`src/rtl/mac_seq_pkg.sv`:
```
// Shared state encoding and sizing helpers for the
// matrix-multiply MAC operand sequencer.
package mac_seq_pkg;

  localparam int DEFAULT_DIM = 4;

  typedef enum logic [2:0] {
    IDLE,
    CLEAR,
    ACCUM,
    DRAIN,
    DONE
  } seq_state_e;

  function automatic int idx_w(input int n);
    return (n > 1) ? $clog2(n) : 1;
  endfunction

endpackage

```
`src/rtl/operand_buffer.sv`:
```
// Matrix operand store: one synchronous write port and
// one combinational read port.
module operand_buffer
  import mac_seq_pkg::*;
#(
  parameter int DATA_WIDTH = 8,
  parameter int DEPTH      = 16,
  localparam int AW        = idx_w(DEPTH)
) (
  input  logic                  clock,
  input  logic                  we,
  input  logic [AW-1:0]         waddr,
  input  logic [DATA_WIDTH-1:0] wdata,
  input  logic [AW-1:0]         raddr,
  output logic [DATA_WIDTH-1:0] rdata
);

  logic [DATA_WIDTH-1:0] mem_q [DEPTH];

  always_ff @(posedge clock) begin
    if (we) mem_q[waddr] <= wdata;
  end

  assign rdata = mem_q[raddr];

endmodule

```
`src/rtl/mac_operand_sequencer.sv`:
```
// Loads A then B row-major, then walks every C element
// through clear / DIM accumulates / drain for a downstream MAC.
module mac_operand_sequencer
  import mac_seq_pkg::*;
#(
  parameter int DATA_WIDTH = 8,
  parameter int DIM        = DEFAULT_DIM
) (
  input  logic                    clock,
  input  logic                    reset,
  input  logic                    load_valid,
  input  logic [DATA_WIDTH-1:0]   load_data,
  output logic                    load_ready,
  input  logic                    start,
  input  logic                    abort,
  output logic                    busy,
  output logic                    mac_clear,
  output logic                    mac_enable,
  output logic [DATA_WIDTH-1:0]   mac_operand_1,
  output logic [DATA_WIDTH-1:0]   mac_operand_2,
  output logic                    elem_done,
  output logic [idx_w(DIM)-1:0]   elem_row,
  output logic [idx_w(DIM)-1:0]   elem_col,
  output logic                    done
);

  localparam int NE = DIM * DIM;
  localparam int IW = idx_w(DIM);
  localparam int AW = idx_w(NE);
  localparam int PW = idx_w(2 * NE);

  seq_state_e state_q, state_d;
  logic [PW-1:0] ptr_q, ptr_d;
  logic loaded_q, loaded_d;
  logic [IW-1:0] i_q, i_d, j_q, j_d, k_q, k_d;

  logic load_ready_q, load_ready_d;
  logic busy_q, busy_d;
  logic mac_clear_q, mac_clear_d;
  logic mac_enable_q, mac_enable_d;
  logic [DATA_WIDTH-1:0] op1_q, op1_d, op2_q, op2_d;
  logic elem_done_q, elem_done_d;
  logic [IW-1:0] row_q, row_d, col_q, col_d;
  logic done_q, done_d;

  logic wr_a, wr_b;
  logic [AW-1:0] waddr, a_raddr, b_raddr;
  logic [DATA_WIDTH-1:0] a_rdata, b_rdata;
  logic last_k, last_j, last_elem;

  operand_buffer #(.DATA_WIDTH(DATA_WIDTH), .DEPTH(NE)) u_buf_a (
    .clock(clock), .we(wr_a), .waddr(waddr), .wdata(load_data),
    .raddr(a_raddr), .rdata(a_rdata)
  );

  operand_buffer #(.DATA_WIDTH(DATA_WIDTH), .DEPTH(NE)) u_buf_b (
    .clock(clock), .we(wr_b), .waddr(waddr), .wdata(load_data),
    .raddr(b_raddr), .rdata(b_rdata)
  );

  always_comb begin
    state_d   = state_q;
    ptr_d     = ptr_q;
    loaded_d  = loaded_q;
    i_d       = i_q;
    j_d       = j_q;
    k_d       = k_q;
    wr_a      = 1'b0;
    wr_b      = 1'b0;
    last_k    = (k_q == IW'(DIM - 1));
    last_j    = (j_q == IW'(DIM - 1));
    last_elem = (i_q == IW'(DIM - 1)) && last_j;
    waddr     = (ptr_q < PW'(NE)) ? AW'(ptr_q)
                                  : AW'(ptr_q - PW'(NE));

    // One pointer spans both matrices; its upper half lands in B.
    if (state_q == IDLE && load_valid && load_ready_q) begin
      wr_a = (ptr_q < PW'(NE));
      wr_b = !wr_a;
      if (ptr_q == PW'(2 * NE - 1)) begin
        ptr_d    = '0;
        loaded_d = 1'b1;
      end else begin
        ptr_d = ptr_q + PW'(1);
      end
    end

    if (abort && state_q != IDLE) begin
      state_d = IDLE;
    end else begin
      unique case (state_q)
        IDLE: begin
          if (start && loaded_q && !abort) begin
            state_d = CLEAR;
            i_d     = '0;
            j_d     = '0;
          end
        end
        CLEAR: begin
          state_d = ACCUM;
          k_d     = '0;
        end
        ACCUM: begin
          if (last_k) state_d = DRAIN;
          else        k_d     = k_q + IW'(1);
        end
        DRAIN: begin
          if (last_elem) begin
            state_d = DONE;
          end else begin
            state_d = CLEAR;
            if (last_j) begin
              j_d = '0;
              i_d = i_q + IW'(1);
            end else begin
              j_d = j_q + IW'(1);
            end
          end
        end
        DONE: begin
          state_d  = IDLE;
          loaded_d = 1'b0;
        end
        default: state_d = IDLE;
      endcase
    end

    a_raddr = AW'(int'(i_d) * DIM + int'(k_d));
    b_raddr = AW'(int'(k_d) * DIM + int'(j_d));

    // Strobes follow the next state so they line up with it once registered.
    load_ready_d = (state_d == IDLE) && !loaded_d;
    busy_d       = (state_d == CLEAR) || (state_d == ACCUM)
                || (state_d == DRAIN);
    mac_clear_d  = (state_d == CLEAR);
    mac_enable_d = (state_d == ACCUM);
    op1_d        = mac_enable_d ? a_rdata : '0;
    op2_d        = mac_enable_d ? b_rdata : '0;
    elem_done_d  = (state_d == DRAIN);
    row_d        = elem_done_d ? i_d : '0;
    col_d        = elem_done_d ? j_d : '0;
    done_d       = (state_d == DONE);
  end

  always_ff @(posedge clock or negedge reset) begin
    if (!reset) begin
      state_q      <= IDLE;
      ptr_q        <= '0;
      loaded_q     <= 1'b0;
      i_q          <= '0;
      j_q          <= '0;
      k_q          <= '0;
      load_ready_q <= 1'b0;
      busy_q       <= 1'b0;
      mac_clear_q  <= 1'b0;
      mac_enable_q <= 1'b0;
      op1_q        <= '0;
      op2_q        <= '0;
      elem_done_q  <= 1'b0;
      row_q        <= '0;
      col_q        <= '0;
      done_q       <= 1'b0;
    end else begin
      state_q      <= state_d;
      ptr_q        <= ptr_d;
      loaded_q     <= loaded_d;
      i_q          <= i_d;
      j_q          <= j_d;
      k_q          <= k_d;
      load_ready_q <= load_ready_d;
      busy_q       <= busy_d;
      mac_clear_q  <= mac_clear_d;
      mac_enable_q <= mac_enable_d;
      op1_q        <= op1_d;
      op2_q        <= op2_d;
      elem_done_q  <= elem_done_d;
      row_q        <= row_d;
      col_q        <= col_d;
      done_q       <= done_d;
    end
  end

  assign load_ready    = load_ready_q;
  assign busy          = busy_q;
  assign mac_clear     = mac_clear_q;
  assign mac_enable    = mac_enable_q;
  assign mac_operand_1 = op1_q;
  assign mac_operand_2 = op2_q;
  assign elem_done     = elem_done_q;
  assign elem_row      = row_q;
  assign elem_col      = col_q;
  assign done          = done_q;

endmodule

```
`config.mk`:
```
export PLATFORM = sky130hd
export DESIGN_NAME = mac_operand_sequencer
export DESIGN_NICKNAME = d
export VERILOG_FILES = /design/src/rtl/mac_seq_pkg.sv /design/src/rtl/operand_buffer.sv /design/src/rtl/mac_operand_sequencer.sv
export SDC_FILE = /design/constraint.sdc
export NUM_CORES = 1
export LEC_CHECK = 0
export BUFFER_PORTS_ARGS = -buffer_cell sky130_fd_sc_hd__buf_2
export CELL_PAD_IN_SITES_DETAIL_PLACEMENT = 0
export CELL_PAD_IN_SITES_GLOBAL_PLACEMENT = 2
export CORE_MARGIN = 3
export CORE_UTILIZATION = 45
export DETAILED_ROUTE_END_ITERATION = 10
export PLACE_DENSITY = 0.86
export SLEW_MARGIN = 40
export SYNTH_ARGS = -nofsm -noshare
export SYNTH_HDL_FRONTEND = slang
export SYNTH_HIERARCHICAL = 1
export SYNTH_SLANG_ARGS = --single-unit
```
`constraint.sdc`:
```
create_clock -name clock -period 6.5 [get_ports clock]
set_input_delay 0 -clock clock [delete_from_list [all_inputs] [get_ports clock]]
set_output_delay 0 -clock clock [all_outputs]
set_load 0.01 [all_outputs]
```
==> flow_summary.yaml <==
drt:
  wirelength_mm: 23.0
  drc: 0
  route.vias.total: 5802
  viasPerCell: 5.78
  drt_iter0_markers: 564
  dr.pass1.iters: 5
  ant_nets: 0
  routedWlPerCell_um: 23.0
timing:
  min_period_ps: 3310
  min_period_over_period_pct: 51.0
  drv_slew: 0
  hold_violations: 0
  fmax_ghz: 0.302
  maxSlewHeadroom_pct: 43.4
  setup_viol: 0
  rsz0062_at_grt: "no"
  fin_skew_ps: 13.4
  tightest_slew_ps: 845
  finalSetupTns_ps: 0
global_route:
  grt_usage_pct: 16.4
  gr-total-overflow: 0
  use_met3_pct: 2.63
  busiest_layer: "met2"
  globalRouteMet1Util_pct: 24.7
  grt_start_max_net_pins: 42
  grt_pass1_wl_mm: 35.5
  grtUsageMet2_pct: 25.7
  grt_pass1_vias: 5773
  antenna_found_initial: 0
setup_path:
  reg2reg_from: "state_q[0]"
  startpoint_type: "register"
  crit_start: "state_q[0]"
  critPathArrivalTime_ps: 3730
  crit_path_max_fanout: 33
  worstSetupEndpointType: "register"
  crit_required_ps: 6920
  critPathKind: "reg -> reg"
clock_tree:
  cts_root_buffer: "clkbuf_16"
  numCtsBuffers: 28
  clk_latency_ps: 530
  clock_path_buffers: 3
  cts_resized: 0
  post_cts.repair.setup_buffers: 0
  cts_sinks: 297
  cts-htree-levels: 1
  cts_tree: "yes"
  path_clk_slew_ps: 70
synth:
  synth_top_area_cell: "edfxtp_1"
  async_reset_ff_share_pct: 13.8
  syn_avg_cell_area_um2: 19.7
  seq_area_frac_synth_pct: 74.7
  ys_ff_latch: 297
  synthFlopType: "edfxtp_1"
  netlist_instances: 592
  synth_area_mm2: 0.0117
  syn_nets: 609
  synth-edff-count: 256
  post_synth_num_cell_types: 47
  synth_top_cell_area_share_pct: 65.9
  synth_area_leaders: "edfxtp_1 66%, dfrtp_1 8.8%, mux4_2 6.9%, mux4_1 6.3%, a22oi_1 2.1%"
  yosysWarnings: 6
final_layout:
  post-route-util_pct: 52.2
  diodes: 0
  layout_commonest_cell: "edfxtp_1"
  drive_gt1_share_pct: 23.2
  final_cell_mix: "256 x edfxtp_1, 41 x dfrtp_1, 37 x buf_2, 36 x mux4_2, 34 x nand2_1"
  fin_nets: 668
  area.growth.synth_to_final_pct: 13.3
worst_hold_path:
  hold_class: "in -> async"
placed_design:
  port_buffers: 38
  dp.final_hpwl_mm: 14.2
  gp_congestion: 0.803
power_and_ir_drop:
  peakVddDrop_v: 0.000198
  power_density_mw_per_mm2: 345
  leakagePower_nw: 4.48
die:
  core-area_mm2: 0.0253
  dieArea_mm2: 0.0279
  die_h_um: 167
  start_util_pct: 46.1
  fp.dieW_um: 167
  pin_count: 39
  row_count: 58
run_status:
  outcome: "finished, final reports clean"
job:
  cap_violations: 0
==> cell usage after synthesis (2+ instances only) <==
| master | count |
|---|---|
| and2b_1 | 3 |
| buf_2 | 9 |
| or3b_2 | 2 |
| clkdlybuf4s25_2 | 6 |
| nor2b_1 | 4 |
| nand2b_1 | 7 |
| nor3_1 | 11 |
| a21oi_1 | 8 |
| dfrtp_1 | 41 |
| edfxtp_1 | 256 |
| nand2_1 | 34 |
| buf_4 | 3 |
| nor2_1 | 35 |
| mux4_2 | 36 |
| nand3b_1 | 4 |
| nor4_1 | 2 |
| mux4_1 | 28 |
| and2_1 | 22 |
| buf_6 | 6 |
| a22oi_1 | 32 |
| nor3b_1 | 2 |
| o21ai_0 | 7 |
| nand3_1 | 7 |
| ha_1 | 4 |
==> path summary, 6_finish.rpt <==
check | end | slack, ps | cells after the start
max | mac_operand_2[3] | 3190 | 9
min | state_q[2] | 6 | 2
max reg2reg | mac_operand_2[3] | 3190 | 9
min reg2reg | ptr_q[4] | 560 | 2
max in group asynchronous | ptr_q[4] | 6110 | 2
min in group clock | u_buf_b/mem_q[14][4] | 20 | 1
==> cell type report <==
cell class | count | area, µm²
clock buffer | 40 | 817
clock inverter | 12 | 136
fill | 1946 | 12100
inverter | 2 | 7.51
multi-input combinational | 268 | 2810
sequential | 297 | 8710
tap | 330 | 413
timing repair buffer | 54 | 323
==> critical path, cell delays in order (launching register included) <==
cell	delay (ps)
dfrtp_1	570
nand4bb_1	270
a21boi_0	360
o21ai_0	150
o41ai_2	70
buf_4	550
mux4_1	640
a22oi_1	330
nand2_1	80
and2_1	150
==> cell families after synthesis <==
logic type / synth area share (%)
and+or+nand+nor: 6.45
buffers and inverters: 1.78
DFF: 74.7
adders and majority gates: 0.429
AOI/OAI and AO/OA: 3.41
muxes: 13.3
==> flip-flops by register name, summed over array words and instances (netlist names) <==
name / cells
ptr_q: 5
elem_col: 2
elem_row: 2
loaded_q: 1
mac_operand_1: 8
j_q: 2
elem_done: 1
i_q: 2
mac_clear: 1
load_ready: 1
u_buf_b/mem_q: 128
k_q: 2
busy: 1
state_q: 3
mac_operand_2: 8
mac_enable: 1
done: 1
u_buf_a/mem_q: 128
==> power breakdown <==
part           switching, mW  leakage [nW]  internal [mW]
registers             0.0792          2.85           2.18
logic                  0.380          1.16          0.280
clock network          0.659         0.472          0.991
total                   1.12          4.48           3.45
==> through the flow <==
step	instance area, µm²	cells	hold WS, ps	setup WS [ps]	power [mW]
6_report	13200	1003	5.58	3190	4.56
3_5_place_dp	12200	947	26.1	3210	2.95
5_1_grt	13200	1003	34.7	2960	4.74
3_3_place_gp	12200	947	206	3230	2.92
4_1_cts	13200	1003	13.3	3200	4.59
2_1_floorplan	11700	592	-296	3830	2.75
==> timing repair <==
action | in CTS | in global routing
hold buffers | 4 | 0
setup endpoints to repair | 0 | 0
endpoints found under the hold margin | 51 | 0
==> per-layer routing <==
layer  up-vias  routed length [µm]
met3        25                1370
met1      3053               10300
li1       2529                   -
met5         -                   0
met2       195               11000
met4         0                 310
Power figures use the tool's default switching activity.
